$ cat src/rtl/shifter_pipe.sv
// shifter_pipe -- two-stage valid/ready operand shifter (LSL/LSR/ASR/ROR/RRX)
// with ARM-style carry-out for both immediate-amount and register-amount forms.
//
// Ports:
//   clk, reset            rising-edge clock, async active-high reset
//   flush                 sync; clears both stage valids, drops any input beat
//   in_valid / in_ready   input handshake
//   shift_type            00 LSL, 01 LSR, 10 ASR, 11 ROR
//   imm_form              1 = immediate amount, 0 = register amount
//   shift_amt [AMT_W]     shift amount n (full width used in range checks)
//   op_val [WIDTH]        value to shift
//   carry_in              current C flag
//   out_valid / out_ready output handshake
//   result [WIDTH]        shifted value
//   carry_out             shifter carry
//
// Build option: define SHIFTER_RRX_EN to make immediate-form ROR #0 an RRX;
// otherwise that encoding passes op_val and carry_in through unchanged.
module shifter_pipe #(
    parameter int WIDTH = 32,
    parameter int AMT_W = 8
) (
    input  logic             clk,
    input  logic             reset,
    input  logic             flush,
    input  logic             in_valid,
    output logic             in_ready,
    input  logic [1:0]       shift_type,
    input  logic             imm_form,
    input  logic [AMT_W-1:0] shift_amt,
    input  logic [WIDTH-1:0] op_val,
    input  logic             carry_in,
    output logic             out_valid,
    input  logic             out_ready,
    output logic [WIDTH-1:0] result,
    output logic             carry_out
);
    localparam int STAGES = 2;
    localparam int LW     = $clog2(WIDTH);
    localparam int SW     = LW + 1;          // holds 0..WIDTH

`ifdef SHIFTER_RRX_EN
    localparam bit RRX_EN = 1'b1;
`else
    localparam bit RRX_EN = 1'b0;
`endif

    typedef enum logic [2:0] {
        OP_PASS, OP_LSL, OP_LSR, OP_ASR, OP_ROR, OP_RRX
    } op_e;

    // Decoded S1 contents: special cases are already folded into op/amt.
    // For LSL/LSR/ASR amt is clamped to WIDTH and 'over' marks n > WIDTH;
    // for ROR amt is n mod WIDTH.
    typedef struct packed {
        op_e             op;
        logic            over;
        logic [SW-1:0]   amt;
        logic [WIDTH-1:0] val;
        logic            cin;
    } s1_t;

    logic [STAGES:1] vld_pipe;
    s1_t             s1_q, dec;
    logic            s2_ready, s1_ready;
    logic [31:0]     n_ext, n_eff;

    assign s2_ready  = !vld_pipe[2] || out_ready;
    assign s1_ready  = !vld_pipe[1] || s2_ready;
    assign in_ready  = s1_ready;
    assign out_valid = vld_pipe[2];

    // ---------------- S1 decode ----------------
    assign n_ext = 32'(shift_amt);

    always_comb begin
        dec     = '0;
        dec.val = op_val;
        dec.cin = carry_in;
        n_eff   = n_ext;
        // Immediate LSR/ASR #0 encodes a shift by WIDTH.
        if (imm_form && n_ext == 0 && (shift_type == 2'b01 || shift_type == 2'b10))
            n_eff = WIDTH;
        case (shift_type)
            2'b00:   dec.op = OP_LSL;
            2'b01:   dec.op = OP_LSR;
            2'b10:   dec.op = OP_ASR;
            default: dec.op = OP_ROR;
        endcase
        if (shift_type == 2'b11) begin
            dec.amt = SW'(shift_amt[LW-1:0]);
        end else begin
            dec.over = (n_eff > WIDTH);
            dec.amt  = dec.over ? SW'(WIDTH) : SW'(n_eff);
        end
        if (n_eff == 0)
            dec.op = (imm_form && shift_type == 2'b11 && RRX_EN) ? OP_RRX : OP_PASS;
    end

    // ---------------- S2 compute ----------------
    logic [WIDTH:0]   ext;
    logic [WIDTH-1:0] nx_res;
    logic             nx_c;

    always_comb begin
        ext    = '0;
        nx_res = s1_q.val;
        nx_c   = s1_q.cin;
        case (s1_q.op)
            OP_LSL: begin
                // Extra MSB catches the last bit shifted out.
                ext    = {1'b0, s1_q.val} << s1_q.amt;
                nx_res = s1_q.over ? '0   : ext[WIDTH-1:0];
                nx_c   = s1_q.over ? 1'b0 : ext[WIDTH];
            end
            OP_LSR: begin
                ext    = {s1_q.val, 1'b0} >> s1_q.amt;
                nx_res = s1_q.over ? '0   : ext[WIDTH:1];
                nx_c   = s1_q.over ? 1'b0 : ext[0];
            end
            OP_ASR: begin
                // amt clamped to WIDTH already gives the all-sign result.
                ext    = $signed({s1_q.val, 1'b0}) >>> s1_q.amt;
                nx_res = ext[WIDTH:1];
                nx_c   = ext[0];
            end
            OP_ROR: begin
                // amt==0 here means n was a nonzero multiple of WIDTH;
                // the shift by WIDTH on the left term then yields zero.
                nx_res = (s1_q.val >> s1_q.amt) | (s1_q.val << (SW'(WIDTH) - s1_q.amt));
                nx_c   = nx_res[WIDTH-1];
            end
            OP_RRX: begin
                nx_res = {s1_q.cin, s1_q.val[WIDTH-1:1]};
                nx_c   = s1_q.val[0];
            end
            default: ;
        endcase
    end

    // ---------------- pipeline registers ----------------
    always_ff @(posedge clk or posedge reset) begin
        if (reset) begin
            vld_pipe  <= '0;
            s1_q      <= '0;
            result    <= '0;
            carry_out <= 1'b0;
        end else if (flush) begin
            vld_pipe  <= '0;
        end else begin
            if (s2_ready) begin
                vld_pipe[2] <= vld_pipe[1];
                if (vld_pipe[1]) begin
                    result    <= nx_res;
                    carry_out <= nx_c;
                end
            end
            if (s1_ready) begin
                vld_pipe[1] <= in_valid;
                if (in_valid)
                    s1_q <= dec;
            end
        end
    end
endmodule

$ cat config.mk
export PLATFORM = sky130hd
export DESIGN_NAME = shifter_pipe
export DESIGN_NICKNAME = d
export VERILOG_FILES = /design/src/rtl/shifter_pipe.sv
export SDC_FILE = /design/constraint.sdc
export NUM_CORES = 1
export LEC_CHECK = 0
export BUFFER_PORTS_ARGS = -buffer_cell sky130_fd_sc_hd__buf_2
export CAP_MARGIN = 20
export CORE_AREA = 8 8 142 197
export DETAILED_ROUTE_END_ITERATION = 12
export DIE_AREA = 0 0 150 205
export GPL_TIMING_DRIVEN = 1
export PLACE_DENSITY_LB_ADDON = 0.25
export SYNTH_ARGS = -nofsm -noshare
export SYNTH_HDL_FRONTEND = slang
export SYNTH_SLANG_ARGS = --single-unit
$ cat constraint.sdc
create_clock -name clk -period 7.2 [get_ports clk]
set_input_delay 0.72 -clock clk [delete_from_list [all_inputs] [get_ports clk]]
set_output_delay 0.72 -clock clk [all_outputs]
set_load 0.02 [all_outputs]
==> results of run 1 <==
[worst max path at each step]
| stage | endpoint | slack (ns) | depth (start not counted) |
|---|---|---|---|
| 2_1_floorplan | result[30]$_DFFE_PP0P_ | 3.78 | 12 |
| 3_3_place_gp | result[18]$_DFFE_PP0P_ | 2.64 | 8 |
| 3_5_place_dp | result[18]$_DFFE_PP0P_ | 2.57 | 8 |
| 4_1_cts | result[18]$_DFFE_PP0P_ | 2.56 | 8 |
| 5_1_grt | result[18]$_DFFE_PP0P_ | 2.43 | 8 |
| 6_report | result[18]$_DFFE_PP0P_ | 2.48 | 8 |
[per-layer routing]
layer	vias up	global-route usage, %	wire length (um)
li1	4993	-	-
met2	956	62.3	27800
met3	289	9.46	6400
met5	-	0	29
met4	4	29.3	5210
met1	5978	46.6	21700
[cell families (layout without fill, tap and decap cells)]
logic type,after synthesis,after routing,share of synthesized area (%)
simple gates,492,492,20.6
buf+inv,173,178,7.30
mux,243,243,33.6
other cells,0,2,0
fa+ha+maj,4,4,0.451
compound gates,326,326,20.3
flops,78,78,17.6
xor+xnor,2,2,0.158
[final cells by class]
| cell class | instances | area, um^2 |
|---|---|---|
| Antenna cell | 2 | 5.00 |
| Multi-Input combinational cell | 1067 | 8360 |
| Clock buffer | 9 | 225 |
| Clock inverter | 7 | 72.6 |
| Inverter | 16 | 61.3 |
| Fill cell | 2521 | 13000 |
| Tap cell | 319 | 399 |
| Timing Repair Buffer | 146 | 916 |
| Sequential cell | 78 | 1960 |
[power breakdown]
group          internal (W)  switching (W)  leakage, nW  total, W
clock network      0.000246       0.000243        0.144  0.000489
registers          0.000517       0.000169        0.965  0.000686
logic              0.000658        0.00113         3.62   0.00178
[metrics by stage]
| stage | total power [W] | setup WS (ns) | hold WS [ns] | cells |
|---|---|---|---|---|
| after global placement | 0.00239 | 2.64 | 0.461 | 1624 |
| after CTS | 0.00288 | 2.56 | 0.483 | 1640 |
| after detailed placement | 0.00239 | 2.57 | 0.465 | 1624 |
| after global routing | 0.00304 | 2.43 | 0.510 | 1642 |
| final | 0.00296 | 2.48 | 0.460 | 1644 |
| after floorplan | 0.00176 | 3.78 | 0.469 | 1318 |
[layout by cell type, fill, tap and decap left out, types with 7 or more instances in the layout]
| cell type | Yosys | routed |
|---|---|---|
| sky130_fd_sc_hd__nand3_1 | 20 | 20 |
| sky130_fd_sc_hd__a211oi_1 | 19 | 19 |
| sky130_fd_sc_hd__a22oi_1 | 9 | 9 |
| sky130_fd_sc_hd__o22ai_1 | 9 | 9 |
| sky130_fd_sc_hd__o21ai_0 | 60 | 60 |
| sky130_fd_sc_hd__inv_1 | 14 | 12 |
| sky130_fd_sc_hd__nor3_1 | 35 | 35 |
| sky130_fd_sc_hd__dfrtp_1 | 78 | 74 |
| sky130_fd_sc_hd__a31oi_1 | 22 | 22 |
| sky130_fd_sc_hd__a22o_1 | 11 | 11 |
| sky130_fd_sc_hd__and2_1 | 16 | 16 |
| sky130_fd_sc_hd__nor4_1 | 7 | 7 |
| sky130_fd_sc_hd__o211ai_1 | 23 | 23 |
| sky130_fd_sc_hd__clkbuf_16 | 0 | 9 |
| sky130_fd_sc_hd__and3_1 | 14 | 14 |
| sky130_fd_sc_hd__nor2b_1 | 11 | 11 |
| sky130_fd_sc_hd__nor2_1 | 87 | 87 |
| sky130_fd_sc_hd__mux4_2 | 93 | 93 |
| sky130_fd_sc_hd__or3_1 | 10 | 10 |
| sky130_fd_sc_hd__buf_2 | 33 | 83 |
| sky130_fd_sc_hd__o32ai_1 | 9 | 9 |
| sky130_fd_sc_hd__buf_4 | 19 | 61 |
| sky130_fd_sc_hd__a21oi_1 | 61 | 61 |
| sky130_fd_sc_hd__nand2b_1 | 14 | 14 |
| sky130_fd_sc_hd__a221oi_1 | 16 | 16 |
| sky130_fd_sc_hd__nand2_1 | 233 | 233 |
| sky130_fd_sc_hd__mux2i_1 | 90 | 90 |
| sky130_fd_sc_hd__mux2_2 | 54 | 54 |
| sky130_fd_sc_hd__nor3b_1 | 8 | 7 |
[cells in the mapped netlist, types with 10 or more instances]
master	instances
sky130_fd_sc_hd__mux2_2	54
sky130_fd_sc_hd__o211ai_1	23
sky130_fd_sc_hd__clkbuf_1	90
sky130_fd_sc_hd__a22o_1	11
sky130_fd_sc_hd__a221oi_1	16
sky130_fd_sc_hd__a31oi_1	22
sky130_fd_sc_hd__nor2_1	87
sky130_fd_sc_hd__or3_1	10
sky130_fd_sc_hd__mux2i_1	90
sky130_fd_sc_hd__buf_4	19
sky130_fd_sc_hd__nand2b_1	14
sky130_fd_sc_hd__and2_1	16
sky130_fd_sc_hd__nor2b_1	11
sky130_fd_sc_hd__dfrtp_1	78
sky130_fd_sc_hd__o21ai_0	60
sky130_fd_sc_hd__mux4_2	93
sky130_fd_sc_hd__nor3_1	35
sky130_fd_sc_hd__nand2_1	233
sky130_fd_sc_hd__inv_1	14
sky130_fd_sc_hd__a211oi_1	19
sky130_fd_sc_hd__and3_1	14
sky130_fd_sc_hd__buf_2	33
sky130_fd_sc_hd__a21oi_1	61
sky130_fd_sc_hd__nand3_1	20
[state kept, by name, indices dropped and copies added (netlist names)]
register	count
carry_out	1
result	32
s1_q	43
vld_pipe	2
[tightest hold or removal path, stage by stage]
cell and delay, ns:
sky130_fd_sc_hd__buf_2 0.10, sky130_fd_sc_hd__clkinv_2 0.03, sky130_fd_sc_hd__buf_4 0.43
==> flow_summary.ini, run 1 <==
[outcome]
outcome = completed

[worst_setup_path]
cpLargestDelayFamily = buffers and inverters
worstSetupStartpointType = flip-flop
crit_chain = buf_4 > mux4_2 > mux2_2 > or2_0 > and3_1 > a2111oi_0 > buf_4 > a31oi_1
worst_path_most_repeated_cell = sky130_fd_sc_hd__buf_4
worst-endpoint-required_ns = 7.46
reg2regPathDepth = 8
critPathArrivalTime_ns = 4.98
timing.setup.critical_path_class = reg2reg
max_stage_delay_ns = 1.02
crit_start = s1_q[34]$_DFFE_PP0P_
cp_slowest_cell = sky130_fd_sc_hd__a2111oi_0
critPathMaxFanout = 69
worstSetupEndpointType = flip-flop
critical_path.reg2reg.startpoint = s1_q[34]$_DFFE_PP0P_
worst-r2r-setup-slack_ns = 2.48
timing.critical_path.buf_inv = 2
reg2reg_to = result[18]$_DFFE_PP0P_

[floorplanning]
fp.coreArea_um2 = 25000
die-area_um2 = 30800
floorplan.initialDensity_pct = 44.3
chipHeight_um = 205
ioPinCount = 84
horizontal_die_dimension_um = 150
placement_rows = 69

[global_route]
grt_pass1_vias = 11900
grt_max_degree = 79
grt_use_total_pct = 39.7
grt_overflow = 0
grt_first_pass_wirelength_mm = 87.1
antenna_violations_before_repair = 5

[synthesis]
synth_top_flop_cell = sky130_fd_sc_hd__dfrtp_1
synth_cell_type_count = 85
netlist.top_cell.by_area = sky130_fd_sc_hd__mux4_2
cell_count_after_synthesis = 1318
synthTopCellsByArea = sky130_fd_sc_hd__mux4_2, sky130_fd_sc_hd__dfrtp_1, sky130_fd_sc_hd__mux2i_1
synthDominantCellAreaShare_pct = 18.9
mappedNetlistArea_um2 = 11100
syn_area_per_cell_um2 = 8.41
synth_sequential_area_ratio_pct = 17.6
syn-num-nets = 1371
synth_seq_cells = 78
synth_edf_count = 0
yosys_warn_count = 0
ys_async_sr_fraction_pct = 100

[cts]
clock_insertion_delay_worst_skew_ns = 0.37
htree_levels = 3
tritoncts_clock_tree = done
post_cts_resize_count = 0
cts.clk_slew.worst_paths_ns = 0.08
cts.hold.buffers_added = 0
clock_tree.root_cell = sky130_fd_sc_hd__clkbuf_16
cts.sink_count = 78
clockBufferDepth = 2
numCtsBuffers = 9
postCtsSetupBuffers = 0

[routing]
final_antenna_net_count = 0
detail_route.iter0.violations = 1594
drt-wirelength-per-cell_um = 37.2
num_vias = 12200
totalWireLength_mm = 61.1
remaining_drc_errors = 0
first_pass_iters = 7
viasPerCell = 7.43

[timing]
finalClockSkew_ns = 0.00907
grt_setup_unrepaired = no
worst_pin_slew_ns = 1.20
setup_viol = 0
fin_crit_sh_pct = 65.6
hold_viol_final = 0
finalMaxSlewViolations = 0
final.min_clock_period_ns = 4.72
achievable-frequency_ghz = 0.212
slew_headroom_pct = 18.0
setup_tns_ns = 0

[finish]
finish.net_count = 1371
final_core_util_pct = 47.9
layout_cell_share_with_drive_strength_beyond_1_pct = 25.6
finalInstanceArea_um2 = 12000
area_delta_synth_final_pct = 8.18

[place]
dpl-instance-area_um2 = 11700
port_buffers = 83
hpwlAfterDp_mm = 43.0
gp_routability_congestion = 1.06

[power_and_ir_drop]
static-leakage-power_nw = 4.73
power.density_cell_area_nw_per_um2 = 247
maximum_resistive_drop_on_vdd_mv = 0.134

[min_path]
hp-class = in2async

[job]
cap_viol_max_count = 0
Power figures use the tool's default switching activity.
==> run 2: changes to the inputs <==
==> constraint.sdc (replaced) <==
create_clock -name clk -period 4.55 [get_ports clk]
set_input_delay 0.455 -clock clk [delete_from_list [all_inputs] [get_ports clk]]
set_output_delay 0.455 -clock clk [all_outputs]
set_load 0.02 [all_outputs]
==> flow_summary.ini, run 2 (synthesis gave the netlist of run 1 again) <==
[worst_setup_path]
endpoint = result[18]$_DFFE_PP0P_
worst-r2r-setup-slack_ns = 0.81
crit_start = s1_q[34]$_DFFE_PP0P_
worst-endpoint-required_ns = 4.74
timing.setup.critical_path_class = reg2reg
critical_path.reg2reg.startpoint = s1_q[34]$_DFFE_PP0P_
critPathMaxFanout = 96
worstSetupEndpointType = flip-flop
reg2regPathDepth = 7
critPathArrivalTime_ns = 3.93
reg2reg_to = result[18]$_DFFE_PP0P_
worstSetupStartpointType = flip-flop

[timing]
final.min_clock_period_ns = 3.74
setup_viol = 0
fin_worst_hold_slack_ns = 0.218
finalMaxSlewViolations = 0
fin_crit_sh_pct = 82.2
slew_headroom_pct = 23.0
setup_tns_ns = 0
achievable-frequency_ghz = 0.267
hold_viol_final = 0
grt_setup_unrepaired = no
finalClockSkew_ns = 0.0141
worst_pin_slew_ns = 1.13

[floorplanning]
horizontal_die_dimension_um = 150
fp.coreArea_um2 = 25000
chipHeight_um = 205
die-area_um2 = 30800
ioPinCount = 84
placement_rows = 69
floorplan.initialDensity_pct = 44.3

[outcome]
outcome = completed

[place]
dp.cells = 1635
hpwlAfterDp_mm = 43.7
gp_routability_congestion = 1.02
port_buffers = 83

[power_and_ir_drop]
power.density_cell_area_nw_per_um2 = 391
maximum_resistive_drop_on_vdd_mv = 0.215
power_w = 0.00471
static-leakage-power_nw = 4.77

[cts]
postCtsSetupBuffers = 0
cts.sink_count = 78
numCtsBuffers = 9
htree_levels = 3
clockBufferDepth = 2
clock_insertion_delay_worst_skew_ns = 0.37
cts.clk_slew.worst_paths_ns = 0.08
tritoncts_clock_tree = done
post_cts_resize_count = 0
cts.hold.buffers_added = 0
clock_tree.root_cell = sky130_fd_sc_hd__clkbuf_16

[global_route]
grt_use_total_pct = 40.0
grt_pass1_vias = 11900
grt_first_pass_wirelength_mm = 87.6
grt_max_degree = 97
grt_overflow = 0
antenna_violations_before_repair = 4

[finish]
largestRegisters = s1_q x43, result x32, vld_pipe x2
most-common-layout-cells = sky130_fd_sc_hd__nand2_1, sky130_fd_sc_hd__mux4_2, sky130_fd_sc_hd__mux2i_1
layout_cell_share_with_drive_strength_beyond_1_pct = 26.1
finish.net_count = 1381
max_flop_register = s1_q
instances_no_fill = 1653
fillerInstances = 2489
largest_register_ff_count = 43
multiInputGateArea_um2 = 8350
area.sequential_um2 = 1960
final_core_util_pct = 48.2
most_common_library_cell_in_the_layout_ignoring_fill_and_taps = sky130_fd_sc_hd__nand2_1
area_delta_synth_final_pct = 8.73

[routing]
final_antenna_net_count = 0
num_vias = 12300
drt-wirelength-per-cell_um = 37.1
totalWireLength_mm = 61.4
remaining_drc_errors = 0
first_pass_iters = 6
detail_route.iter0.violations = 1435
viasPerCell = 7.45

[min_path]
hp-class = in2async

[job]
cap_viol_max_count = 0
==> run 2: cell count changes in the layout (fill, tap and decap cells not counted), sizes merged <==
cell | before | now
buf | 146 | 156
diode | 2 | 1
==> run 2: how the worst min path moves through the flow <==
| stage | startpoint | end | slack (ns) |
|---|---|---|---|
| after floorplan | s1_q[0]$_DFFE_PP0P_ | s1_q[0]$_DFFE_PP0P_ | 0.47 |
| final | reset | s1_q[37]$_DFFE_PP0P_ | 0.22 |
| after global routing | op_val[22] | s1_q[23]$_DFFE_PP0P_ | 0.27 |
| after CTS | reset | s1_q[37]$_DFFE_PP0P_ | 0.24 |
| after global placement | result[16]$_DFFE_PP0P_ | result[16]$_DFFE_PP0P_ | 0.46 |
| after detailed placement | result[16]$_DFFE_PP0P_ | result[16]$_DFFE_PP0P_ | 0.47 |
==> run 2: final cells by class <==
type	instances	area share, %
well taps	319	3.31
diodes	1	0.0208
clock buffers	9	1.87
multi-input cells	1067	69.2
repair buffers	156	8.18
inverters	16	0.508
flip-flops and latches	78	16.3
clock inverters	7	0.602
==> run 2: routing by layer <==
layer / vias up / part of all wire (%) / track usage (%)
met5: - / 0 / 0.499
met4: 0 / 8.9 / 29.4
met3: 287 / 11 / 9.24
met2: 979 / 45 / 62.4
met1: 6032 / 35 / 47.3
li1: 5021 / - / -
==> run 2: metrics by stage <==
stage	setup slack [ns]	cell area, um^2
2_1_floorplan	1.13	11100
3_3_place_gp	1.12	11800
3_5_place_dp	1.08	11800
4_1_cts	1.07	12100
5_1_grt	0.816	12100
6_report	0.809	12100
==> run 2: critical path, stage by stage (launching register included) <==
cell	delay, ns
sky130_fd_sc_hd__dfrtp_4	0.52
sky130_fd_sc_hd__buf_12	0.41
sky130_fd_sc_hd__mux4_2	0.60
sky130_fd_sc_hd__mux2_2	0.32
sky130_fd_sc_hd__or2_0	0.26
sky130_fd_sc_hd__and3_1	0.18
sky130_fd_sc_hd__a2111oi_0	0.96
sky130_fd_sc_hd__a31oi_1	0.18
==> run 2: power breakdown <==
part | switching, W | internal (W)
clock | 0.000395 | 0.000390
sequential | 0.000317 | 0.000817
combinational | 0.00175 | 0.00105
total | 0.00246 | 0.00226
